<file path="src/rtl/cpu_pkg.sv">
// Shared decode definitions: ALU op codes, opcodes, ID/EX word layout.
// Latency: n/a (types and helpers only).
// Backpressure: n/a.
package cpu_pkg;

    localparam int N    = 32;   // datapath / operand width, matches the ALU
    localparam int RA_W = 5;    // register address width

    typedef enum logic [4:0] {
        ALU_ADD = 5'd0,
        ALU_SUB = 5'd1,
        ALU_AND = 5'd2,
        ALU_OR  = 5'd3,
        ALU_XOR = 5'd4,
        ALU_SLL = 5'd5,
        ALU_SRL = 5'd6,
        ALU_SLA = 5'd7,
        ALU_SRA = 5'd8,
        ALU_LUI = 5'd9,
        ALU_LLI = 5'd10
    } alu_op_e;

    // Highest R-type funct code the ALU implements; anything above is illegal.
    localparam logic [4:0] R_FUNCT_MAX = 5'd8;

    localparam logic [5:0] OPC_RTYPE = 6'b000000;
    localparam logic [5:0] OPC_ADDI  = 6'b000001;
    localparam logic [5:0] OPC_ANDI  = 6'b000010;
    localparam logic [5:0] OPC_ORI   = 6'b000011;
    localparam logic [5:0] OPC_XORI  = 6'b000100;
    localparam logic [5:0] OPC_LUI   = 6'b001001;
    localparam logic [5:0] OPC_LLI   = 6'b001010;
    localparam logic [5:0] OPC_LW    = 6'b100011;
    localparam logic [5:0] OPC_SW    = 6'b101011;

    typedef enum logic {
        ST_RUN = 1'b0,
        ST_HAZ = 1'b1
    } hz_state_e;

    typedef struct packed {
        logic            valid;
        logic [4:0]      op;
        logic [N-1:0]    a;
        logic [N-1:0]    b;
        logic [RA_W-1:0] rd;
        logic            mem_rd;
        logic            mem_wr;
        logic [N-1:0]    st_data;
    } id_ex_t;

    function automatic logic [N-1:0] sext16(input logic [15:0] v);
        return {{(N-16){v[15]}}, v};
    endfunction

    function automatic logic [N-1:0] zext16(input logic [15:0] v);
        return {{(N-16){1'b0}}, v};
    endfunction

endpackage

</file>
<file path="src/rtl/instr_decoder.sv">
// Combinational decode of one instruction word into an ID/EX word.
// Latency: 0 cycles (pure combinational).
// Backpressure: none; the caller decides whether the word is used.
module instr_decoder
    import cpu_pkg::*;
(
    input  logic [31:0]     instr,
    input  logic [N-1:0]    rs_data,
    input  logic [N-1:0]    rt_data,
    output logic [RA_W-1:0] rs_addr,
    output logic [RA_W-1:0] rt_addr,
    output id_ex_t          dec,
    output logic            illegal,
    output logic            reads_rt
);

    assign rs_addr = instr[20:16];
    assign rt_addr = instr[15:11];

    // Opcode decode; illegal words come out as a bubble with op forced to ADD.
    always_comb begin
        dec          = '0;
        dec.valid    = 1'b1;
        dec.rd       = instr[25:21];
        dec.a        = rs_data;
        dec.b        = rt_data;
        illegal      = 1'b0;
        reads_rt     = 1'b0;
        case (instr[31:26])
            OPC_RTYPE: begin
                reads_rt = 1'b1;
                if (instr[4:0] > R_FUNCT_MAX) illegal = 1'b1;
                else                          dec.op  = instr[4:0];
            end
            OPC_ADDI: begin dec.op = ALU_ADD; dec.b = sext16(instr[15:0]); end
            OPC_ANDI: begin dec.op = ALU_AND; dec.b = zext16(instr[15:0]); end
            OPC_ORI:  begin dec.op = ALU_OR;  dec.b = zext16(instr[15:0]); end
            OPC_XORI: begin dec.op = ALU_XOR; dec.b = zext16(instr[15:0]); end
            OPC_LUI:  begin dec.op = ALU_LUI; dec.b = zext16(instr[15:0]); end
            OPC_LLI:  begin dec.op = ALU_LLI; dec.b = zext16(instr[15:0]); end
            OPC_LW: begin
                dec.op     = ALU_ADD;
                dec.b      = sext16(instr[15:0]);
                dec.mem_rd = 1'b1;
            end
            OPC_SW: begin
                reads_rt    = 1'b1;
                dec.op      = ALU_ADD;
                dec.b       = sext16(instr[15:0]);
                dec.mem_wr  = 1'b1;
                dec.st_data = rt_data;
            end
            default: illegal = 1'b1;
        endcase
        if (illegal) begin
            dec.valid  = 1'b0;
            dec.op     = '0;
            dec.mem_rd = 1'b0;
            dec.mem_wr = 1'b0;
        end
    end

endmodule

</file>
<file path="src/rtl/id_ex_decode_stage.sv">
// Decode stage + ID/EX register with valid/ready, load-use stall, flush, illegal-op pulse.
// Latency: 1 cycle from accepted instr to registered outputs.
// Backpressure: out_ready low holds every output; in_ready drops until the register frees.
module id_ex_decode_stage
    import cpu_pkg::*;
(
    input  logic            clk,
    input  logic            rst_n,
    input  logic            flush,
    input  logic            in_valid,
    output logic            in_ready,
    input  logic [31:0]     instr,
    output logic [RA_W-1:0] rs_addr,
    output logic [RA_W-1:0] rt_addr,
    input  logic [N-1:0]    rs_data,
    input  logic [N-1:0]    rt_data,
    output logic            out_valid,
    input  logic            out_ready,
    output logic [4:0]      op,
    output logic [N-1:0]    a,
    output logic [N-1:0]    b,
    output logic [RA_W-1:0] rd,
    output logic            mem_rd,
    output logic            mem_wr,
    output logic [N-1:0]    st_data,
    output logic            illegal
);

    id_ex_t    q;
    id_ex_t    dec;
    logic      dec_illegal;
    logic      dec_reads_rt;
    logic      advance;
    logic      hazard;
    logic      accept;
    hz_state_e state;
    hz_state_e state_nxt;

    instr_decoder u_dec (
        .instr    (instr),
        .rs_data  (rs_data),
        .rt_data  (rt_data),
        .rs_addr  (rs_addr),
        .rt_addr  (rt_addr),
        .dec      (dec),
        .illegal  (dec_illegal),
        .reads_rt (dec_reads_rt)
    );

    // Load-use detect against the load sitting in ID/EX; masked in HAZ because
    // the bubble has already given the load its extra cycle.
    always_comb begin
        hazard = (state == ST_RUN) && q.valid && q.mem_rd && (q.rd != '0) && in_valid &&
                 ((q.rd == rs_addr) || ((q.rd == rt_addr) && dec_reads_rt));
    end

    assign advance  = ~q.valid | out_ready;
    assign in_ready = ~flush & advance & ~hazard;
    assign accept   = in_valid & in_ready;

    // Stall FSM next state: flush always returns to RUN.
    always_comb begin
        state_nxt = state;
        if (flush) begin
            state_nxt = ST_RUN;
        end else if (advance) begin
            case (state)
                ST_RUN:  if (hazard) state_nxt = ST_HAZ;
                ST_HAZ:  state_nxt = ST_RUN;
                default: state_nxt = ST_RUN;
            endcase
        end
    end

    // Stall FSM state register.
    always_ff @(posedge clk or negedge rst_n) begin
        if (!rst_n) state <= ST_RUN;
        else        state <= state_nxt;
    end

    // ID/EX register: load decoded word, insert bubble, or hold under backpressure.
    // Bubbles leave a/b/rd/st_data untouched to avoid needless toggling.
    always_ff @(posedge clk or negedge rst_n) begin
        if (!rst_n) begin
            q       <= '0;
            illegal <= 1'b0;
        end else begin
            illegal <= accept & dec_illegal;
            if (flush || (advance && !(accept && !dec_illegal))) begin
                q.valid  <= 1'b0;
                q.op     <= '0;
                q.mem_rd <= 1'b0;
                q.mem_wr <= 1'b0;
            end else if (advance) begin
                q <= dec;
            end
        end
    end

    assign out_valid = q.valid;
    assign op        = q.op;
    assign a         = q.a;
    assign b         = q.b;
    assign rd        = q.rd;
    assign mem_rd    = q.mem_rd;
    assign mem_wr    = q.mem_wr;
    assign st_data   = q.st_data;

endmodule
</file>
<file path="config.mk">
export PLATFORM = sky130hd
export DESIGN_NAME = id_ex_decode_stage
export DESIGN_NICKNAME = d
export VERILOG_FILES = /design/src/rtl/cpu_pkg.sv /design/src/rtl/instr_decoder.sv /design/src/rtl/id_ex_decode_stage.sv
export SDC_FILE = /design/constraint.sdc
export NUM_CORES = 1
export LEC_CHECK = 0
export CAP_MARGIN = 40
export CORE_ASPECT_RATIO = 1.1
export CORE_MARGIN = 1
export CORE_UTILIZATION = 44
export CTS_BUF_LIST = sky130_fd_sc_hd__clkbuf_16
export CTS_CLUSTER_SIZE = 16
export DETAILED_ROUTE_END_ITERATION = 8
export PLACE_DENSITY = 0.86
export SLEW_MARGIN = 20
export SYNTH_ARGS = -nofsm -noshare
export SYNTH_HDL_FRONTEND = slang
export SYNTH_HIERARCHICAL = 1
export SYNTH_SLANG_ARGS = --single-unit
export TNS_END_PERCENT = 5
</file>
<file path="constraint.sdc">
create_clock -name clk -period 3.4 [get_ports clk]
set_input_delay 0.68 -clock clk [delete_from_list [all_inputs] [get_ports clk]]
set_output_delay 0.68 -clock clk [all_outputs]
set_load 0.005 [all_outputs]
</file>
==> results by group <==
Die
  – Floorplan die area: 0.0130 mm^2
  – Top-level port count: 222
  – Initial core utilization: 45.6%
  – Core Area: 0.0121 mm^2
  – Num rows: 42
  – Die extent in x: 109 um
  – Vertical die dimension: 120 um

Placed design
  – RD Place Congestion: 0.877
  – Number of placed instances, taps included: 774
  – HPWL reported at the end of detailed placement: 10500 um
  – IO buf count: 221
  – Setup WS pre-CTS: -0.139 ns

Clock network
  – Clock latency reported for the late side of the worst-skew pair: 0.35 ns
  – Clock Path Buffers: 2
  – Hold bufs inserted after CTS: 0
  – Setup bufs post-CTS: 0
  – Clk sinks: 111
  – Inserted Clock Buffers: 9
  – Number of H-tree levels: 3
  – CTS tree: yes
  – Clock root cell: clkbuf_16
  – Clock slew seen by the registers of the worst setup and hold paths: 0.07 ns

Setup path
  – Worst path buffer plus inverter count: 2
  – CP Cell Sequence: clkdlybuf4s50_1, or2_2, nor4_1, or2_2, a32oi_2, nor2_1, nor2b_1, dlygate4sd2_1
  – Worst path slowest cell: clkdlybuf4s50_1
  – Most repeated library cell on the critical path: or2_2
  – Worst path top cell family by delay: simple AND/OR/NAND/NOR gates
  – Data arrival at the endpoint of the critical path: 2.59 ns
  – Crit path largest cell delay: 0.48 ns
  – Critical path required time: 2.72 ns
  – Crit-path max FO: 5
  – Category of the worst setup path capture point: output port
  – Critical Path Source Type: input pin
  – Critical path start-end classification: in -> out

Routing
  – DR pass1 iterations: 4
  – Total wire length after detailed routing: 13900 um
  – Number of DRC markers after the initial detailed-route iteration: 152
  – Average wire length per cell after detail routing: 17.6 um
  – DRC violations left: 0
  – Number of vias after detailed routing: 4036
  – Detail Route Antenna Nets: 0
  – Vias per inst: 5.11

STA
  – Hold_ws: 0.361 ns
  – Setup TNS: 0 ns
  – Hold violation count in the final report: 0
  – Final worst slack: 0.128 ns
  – Relative slew margins: 54.4%
  – Slew at the pin closest to its max-slew limit: 0.683 ns
  – Share of the cycle needed by the critical path after routing: 96.2%
  – Final-report setup violation count: 0
  – Clock Skews: 0.00697 ns
  – Minimum period implied by the final worst setup slack: 3.27 ns
  – Achievable clock frequency: 306 MHz
  – Unrepaired setup endpoints after global routing: false
  – Number of max-slew violations in the final report: 0

Finish
  – Non-Filler Instances: 790
  – Fraction of layout cells with a size suffix above 1: 26.7%
  – NumNets Final: 732
  – Commonest cells after routing, fill and taps aside: clkdlybuf4s50_1 (219), dfrtp_1 (111), mux2_2 (102)
  – Diodes inserted: 0
  – Area added between synthesis and finish: 46.1%
  – Most common cell after layout, fill and taps aside: clkdlybuf4s50_1

Global route
  – Most utilized layer in the global route result: met2
  – Met1 Usage GRT: 24.8%
  – GRT met3 Usage: 5.87%
  – Vias in the first global route: 4406
  – First-pass GRT wire length: 22000 um
  – Largest net degree at the start of global routing: 62
  – Aggregate global-route resource usage: 22.1%
  – Number of antenna violations at the first check in global routing: 0
  – Remaining global-route overflow: 0
  – Met2 layer usage reported by global route: 39.3%

Synthesis
  – Number of nets in the synthesized netlist: 541
  – Portion of the post-synthesis area used by sequential elements: 50.2%
  – Post-Synthesis Cell Area: 0.00554 mm^2
  – Post-Syn Instances: 440
  – Register bit count reported by yosys: 111
  – Count of unique library cells instantiated by Yosys: 44
  – Number of enable flip-flop cells after synthesis: 0
  – Count of warnings emitted by yosys: 6
  – Main synth FF type: dfrtp_1
  – Proportion of synthesized flip-flops having asynchronous set or reset: 100%
  – Avg Synthesized Cell Area: 12.6 um^2

Power and ir drop
  – Power density of the placed cells: 477 mW/mm^2
  – Leakage Power: 3.68 nW
  – Maximum VDD drop: 0.345 mV
  – Final total power: 3.86 mW

Outcome
  – Run status: completed

Min path
  – Worst hold path type: in -> async

Flow run
  – Number of max-cap violations: 0
-- power breakdown --
| group | leakage [nW] | switching, mW | internal [mW] |
|---|---|---|---|
| registers | 1.43 | 0.149 | 1.56 |
| clock network | 0.140 | 0.466 | 0.565 |
| logic | 2.10 | 0.331 | 0.780 |
-- cell type report --
class                   count  area [um^2]
repair buffers            252         2540
well taps                 154          193
fillers                   898         4050
clock buffers               9          225
flip-flops and latches    111         2780
clock inverters             7         63.8
inverters                  10         37.5
multi-input cells         247         2260
-- worst paths after layout --
path	from	endpoint	cells after the start	slack [ns]
worst max-delay path	instr[29]	in_ready	8	0.13
worst min-delay path	rst_n	b[7]	1	0.36
worst max register to register	rd[1]	st_data[4]	8	0.98
worst min register to register	op[2]	op[2]	2	0.49
max in group asynchronous	rst_n	st_data[9]	2	2.23
min in group clk	op[2]	op[2]	2	0.49
-- worst reg2reg max path, cell delays in order (launching register included) --
cell       delay, ns
dfrtp_1         0.47
xor2_1          0.20
nor4_1          0.35
a32oi_2         0.17
buf_4           0.16
o2111ai_4       0.24
buf_12          0.21
buf_12          0.17
mux2_2          0.35
-- metal layers --
metal  share of wire (%)  wire [um]  vias up
met4                 2.3        320        0
met1                  38       5280     2024
li1                    -          -     1836
met5                   0          0        -
met3                 7.4       1020       26
met2                  52       7260      150
-- state kept, by name (all words and copies together) (netlist names) --
name / count
rd: 5
out_valid: 1
a: 32
mem_rd: 1
mem_wr: 1
illegal: 1
b: 32
state: 1
op: 5
st_data: 32
-- synthesized netlist by cell type, types with 2 or more instances --
cell      instances  share of area [%]
clkbuf_1          3               0.20
a21o_1           16                2.2
or2_2             3               0.34
nor2b_1           3               0.34
nor2_1            6               0.41
o22a_1            2               0.32
a21oi_1           2               0.18
nand2b_1          4               0.45
buf_4            49                6.6
mux2_4           15                4.1
nor3_1            4               0.36
nand2_1           8               0.54
and2_1           33                3.7
buf_2            16                1.4
nand3_1           5               0.45
xor2_1           10                1.6
nor4_1            3               0.34
o31ai_1           2               0.27
buf_6             3               0.61
xnor2_1           2               0.32
mux2_2          102                 21
dfrtp_1         111                 50
o21ai_0           8               0.72
inv_1            10               0.68
-- repair_timing --
action | 4_1_cts | 5_1_grt
endpoints found under the setup margin | 1 | 0
resized for setup | 2 | 0
endpoints found under the hold margin | 0 | 0
-- logic make-up after synthesis --
| group | count (synthesis) | synth area share [%] |
|---|---|---|
| mux | 118 | 25.0 |
| flops | 111 | 50.2 |
| xor+xnor | 12 | 1.90 |
| buf+inv | 82 | 9.65 |
| compound gates | 39 | 5.02 |
| other cells | 1 | 0.0677 |
| simple gates | 77 | 8.20 |
-- metrics by stage --
stage	instance area, um^2	util (%)
global placement	7780	64.1
floorplan	5540	-
global route	8090	66.6
CTS	8090	66.6
detailed placement	7790	64.2
finish	8090	66.6
Note: power is estimated with default switching activity, not from simulation.
